===== config.mk =====
export PLATFORM = sky130hd
export DESIGN_NAME = otter_trap_ctrl
export DESIGN_NICKNAME = d
export VERILOG_FILES = /design/src/rtl/otter_trap_ctrl.sv
export SDC_FILE = /design/constraint.sdc
export NUM_CORES = 1
export LEC_CHECK = 0
export ABC_CLOCK_PERIOD_IN_PS = 2900
export BUFFER_PORTS_ARGS = -buffer_cell sky130_fd_sc_hd__buf_2
export CORE_ASPECT_RATIO = 1.75
export CORE_MARGIN = 4
export CORE_UTILIZATION = 50
export CTS_BUF_LIST = sky130_fd_sc_hd__clkbuf_4
export DETAILED_ROUTE_END_ITERATION = 8
export HOLD_SLACK_MARGIN = 0.12
export PLACE_DENSITY = 0.76
export SLEW_MARGIN = 20
export SYNTH_ARGS = -nofsm -noshare
export SYNTH_HDL_FRONTEND = slang
export SYNTH_SLANG_ARGS = --single-unit
export TNS_END_PERCENT = 50

===== constraint.sdc =====
create_clock -name clk -period 2.9 [get_ports clk]
set_clock_uncertainty 0.2 [all_clocks]
set_input_delay 0.58 -clock clk [delete_from_list [all_inputs] [get_ports clk]]
set_output_delay 0.58 -clock clk [all_outputs]
set_load 0.01 [all_outputs]

===== src/rtl/otter_trap_ctrl.sv =====
// otter_trap_ctrl: machine-mode trap/interrupt/mret sequencer with a small CSR file.
// Optional macro OTTER_TRAP_MTVAL_EN adds the mtval register.
module otter_trap_ctrl (
  input  logic        clk,
  input  logic        rst_n,
  input  logic        instr_valid,
  input  logic        trap,
  input  logic [31:0] pc,
  input  logic [31:0] bad_addr,
  input  logic        ext_irq,
  input  logic        mret,
  input  logic        csr_we,
  input  logic [11:0] csr_addr,
  input  logic [31:0] csr_wdata,
  output logic [31:0] csr_rdata,
  output logic        flush,
  output logic        redirect,
  output logic [31:0] redirect_pc,
  output logic        busy
);
  typedef enum logic [1:0] {IDLE, FLUSH, REDIRECT} state_t;
  state_t state, state_nx;
  logic        mie, mpie;
  logic [31:0] mtvec, mepc, mcause, tgt;
  logic        idle, is_trap, is_irq, is_mret, take, wr;
`ifdef OTTER_TRAP_MTVAL_EN
  logic [31:0] mtval;
`else
  logic        unused_bad_addr;
  assign unused_bad_addr = ^bad_addr;
`endif
  assign idle    = state == IDLE;
  assign is_trap = idle & instr_valid & trap;
  assign is_irq  = idle & instr_valid & ext_irq & mie & !trap;
  assign is_mret = idle & instr_valid & mret & !trap;
  assign take    = is_trap | is_irq | is_mret;
  assign wr      = idle & csr_we & !take;
  always_ff @(posedge clk or negedge rst_n)
    if (!rst_n) state <= IDLE;
    else state <= state_nx;
  always_comb begin
    state_nx    = take ? FLUSH : (state == FLUSH) ? REDIRECT : IDLE;
    flush       = state == FLUSH;
    redirect    = state == REDIRECT;
    busy        = !idle;
    redirect_pc = redirect ? tgt : 32'h0;
  end
  // the redirect target is frozen at accept time, so later CSR state cannot disturb it
  always_ff @(posedge clk or negedge rst_n)
    if (!rst_n) begin
      mie    <= 1'b0;
      mpie   <= 1'b0;
      mtvec  <= '0;
      mepc   <= '0;
      mcause <= '0;
      tgt    <= '0;
`ifdef OTTER_TRAP_MTVAL_EN
      mtval  <= '0;
`endif
    end else if (is_trap | is_irq) begin
      mepc   <= pc;
      mcause <= is_trap ? 32'h0 : 32'h8000_000B;
      mpie   <= mie;
      mie    <= 1'b0;
      tgt    <= mtvec;
`ifdef OTTER_TRAP_MTVAL_EN
      mtval  <= is_trap ? bad_addr : 32'h0;
`endif
    end else if (is_mret) begin
      mie  <= mpie;
      mpie <= 1'b1;
      tgt  <= mepc;
    end else if (wr) begin
      case (csr_addr)
        12'h300: begin
          mie  <= csr_wdata[3];
          mpie <= csr_wdata[7];
        end
        12'h305: mtvec  <= {csr_wdata[31:2], 2'b00};
        12'h341: mepc   <= {csr_wdata[31:2], 2'b00};
        12'h342: mcause <= csr_wdata;
`ifdef OTTER_TRAP_MTVAL_EN
        12'h343: mtval  <= csr_wdata;
`endif
        default: ;
      endcase
    end
  always_comb begin
    csr_rdata = 32'h0;
    case (csr_addr)
      12'h300: csr_rdata = {24'h0, mpie, 3'b000, mie, 3'b000};
      12'h305: csr_rdata = mtvec;
      12'h341: csr_rdata = mepc;
      12'h342: csr_rdata = mcause;
`ifdef OTTER_TRAP_MTVAL_EN
      12'h343: csr_rdata = mtval;
`endif
      default: csr_rdata = 32'h0;
    endcase
  end
endmodule


==> impl_metrics.json <==
{
  "tightest_slew_ps": 663,
  "rsz0062_at_grt": "true",
  "fin_crit_ps": 2940,
  "setup_violations": 2,
  "cp_cell_sequence": "buf_6 -> nor3_4 -> buf_6 -> buf_4 -> and4_1 -> buf_4 -> a22o_1 -> a21o_1 -> buf_2",
  "synth_warnings": 0,
  "violations": "setup timing",
  "drive_gt1_share_pct": 25.9,
  "die_y_microns": 165,
  "crit_family": "buffers and inverters",
  "fin_crit_sh_pct": 102,
  "first_pass_iters": 5,
  "grt_pass1_wl_microns": 38400,
  "nFillCells": 1132,
  "wl_per_cell_microns": 21.4,
  "h-tree-depth": 4,
  "drt_iter0_drc": 570,
  "syn_inst": 761,
  "path_max_fanout": 11,
  "syn_area_per_cell_sq_um": 9.20,
  "synth_edf_count": 0,
  "hold_viol": 0,
  "power_density_mw_per_mm2": 541,
  "final-max-slew-violation-count": 0,
  "cellLeakagePower_nw": 4.57,
  "max_cap_viol_count": 0,
  "synth_area_leader_cell": "dfrtp_1",
  "grt_pass1_vias": 7530,
  "crit_path_end_kind": "output pin",
  "ys_top_cells_by_area": "dfrtp_1, a21oi_1, o21ai_0, mux2_1, a22o_1",
  "fmax_mhz": 340,
  "root_buffer": "clkbuf_4",
  "ff2ff_setup_slack_ps": 420,
  "wl_microns": 25000,
  "yosysMostFrequentCell": "dfrtp_1",
  "critPathLaunchType": "primary input",
  "critPathMaxStageDelay_ps": 260,
  "dpl.hpwl_microns": 15800,
  "worstPathArrival_ps": 2160,
  "start_util_pct": 50.6,
  "io_buffers": 149,
  "cpMaxStageDelayCell": "and4_1",
  "synthToLayoutAreaGrowth_pct": 32.0,
  "crit_buf_inv": 5,
  "clk-insertion-delay-late_ps": 550,
  "netlist.area_leader.share_pct": 46.5,
  "synth-seq-area-share_pct": 46.5,
  "drc": 0,
  "synth_ff_type": "dfrtp_1",
  "crit_type": "in -> out",
  "synth.top_cells.by_count": "dfrtp_1, a21oi_1, o21ai_0",
  "slew_headroom_pct": 55.8,
  "hold_ws_ps": 172,
  "pre_cts_slack_ps": -95.8,
  "clk_pin_slew_ps": 110,
  "synthDistinctLibCells": 45,
  "setup_slack_ps": -43.8,
  "die_x_microns": 97.4,
  "hp-class": "in -> reg",
  "io_pins": 182,
  "via_per_inst": 6.27,
  "crit_required_ps": 2120,
  "synth_fp_nets": 876,
  "vias": 7316,
  "grt_usage_pct": 30.6,
  "clkSinkCount": 130,
  "ys_ff_latch": 130,
  "nets": 1091,
  "vdd_ir_drop_max_mv": 0.370,
  "grt_antenna_before_repair": 1,
  "place_congestion": 0.989,
  "status": "complete, but fails checks",
  "grt_max_degree": 67,
  "async_reset_ff_share_pct": 100,
  "grt_overflow": 0,
  "dieArea_sq_mm": 0.0160,
  "core_sq_mm": 0.0138,
  "cts_tree": "done",
  "syn_area_sq_mm": 0.00700,
  "clock_path_buffers": 2,
  "rows": 57,
  "drt.antenna.violating_nets": 0,
  "cts_buffers": 17
}
-- worst reg2reg max path, stage by stage (launching register included) --
cell and delay (ps):
dfrtp_1 500, or3b_1 500, o21ai_2 500, buf_4 370, nor4_1 70, a211oi_1 240
-- state kept, by name, indices dropped and copies added (netlist names) --
| name | count |
|---|---|
| tgt | 32 |
| mpie | 1 |
| state | 2 |
| mcause | 32 |
| mepc | 32 |
| mtvec | 30 |
| mie | 1 |
-- metal layers --
layer	vias up	wire, microns	GRT usage (%)
met5	-	0	0
met4	0	1630	20.9
met3	107	1840	4.56
met2	459	12900	53.9
met1	3541	8590	33.8
li1	3209	-	-
-- cell families after synthesis --
logic type	synth area share, %
buf+inv	4.95
simple gates	18.8
compound gates	24.8
flops	46.5
mux	4.97
-- metrics by stage --
stage	instance area (sq um)	total power [W]	std cells	TNS (ps)	utilization (%)
global placement	8180	0.00351	1067	-379	59.1
floorplan	7000	0.00305	761	0	-
detailed placement	8180	0.00355	1067	-666	59.1
finish	9240	0.00500	1167	-50.8	66.8
CTS	9120	0.00497	1159	0	65.9
global route	9240	0.00523	1166	-1060	66.8
-- worst paths after layout --
kind	start	end	cells past startpoint
worst max-delay path	csr_addr[7]	csr_rdata[23]	9
worst min-delay path	csr_wdata[7]	mcause[7]$_DFFE_PN0P_	3
worst max register to register	state[1]$_DFF_PN0_	mcause[31]$_DFFE_PN0P_	5
worst min register to register	mtvec[23]$_DFFE_PN0P_	mtvec[23]$_DFFE_PN0P_	1
max in group asynchronous	rst_n	mcause[12]$_DFFE_PN0P_	3
min in group asynchronous	rst_n	tgt[10]$_DFFE_PN0N_	2
-- cell type report --
type                       instances  area, sq um  area share (%)
antenna                            2         5.00          0.0542
clock buffer                      17          128            1.38
clock inverter                    14          189            2.04
inverter                           2         7.51          0.0813
multi-input combinational        554         3460            37.5
sequential                       130         3250            35.2
tap                              177          221            2.40
timing repair buffer             271         1970            21.3
-- power by group --
part	internal, W	switching, W	leakage (nW)
Combinational	0.000520	0.000683	2.78
Clock	0.000675	0.000704	0.154
Sequential	0.00215	0.000260	1.63
-- what timing repair did --
item,in CTS,in global routing
setup buffers,0,4
endpoints found under the setup margin,14,24
cloned,0,2
pin swaps,0,2
hold buffers,61,0
hold endpoints to repair,149,0
resized for setup,3,7
-- layout by cell type, fill, tap and decap left out, types with 34 or more instances in the layout --
cell type and n:
dfrtp_1 130, dlygate4sd3_1 61, buf_4 48, o21ai_0 89, buf_2 146, nor2_1 67, a21oi_1 89, and2_1 34
No activity file was read; power rests on OpenSTA's default activity.
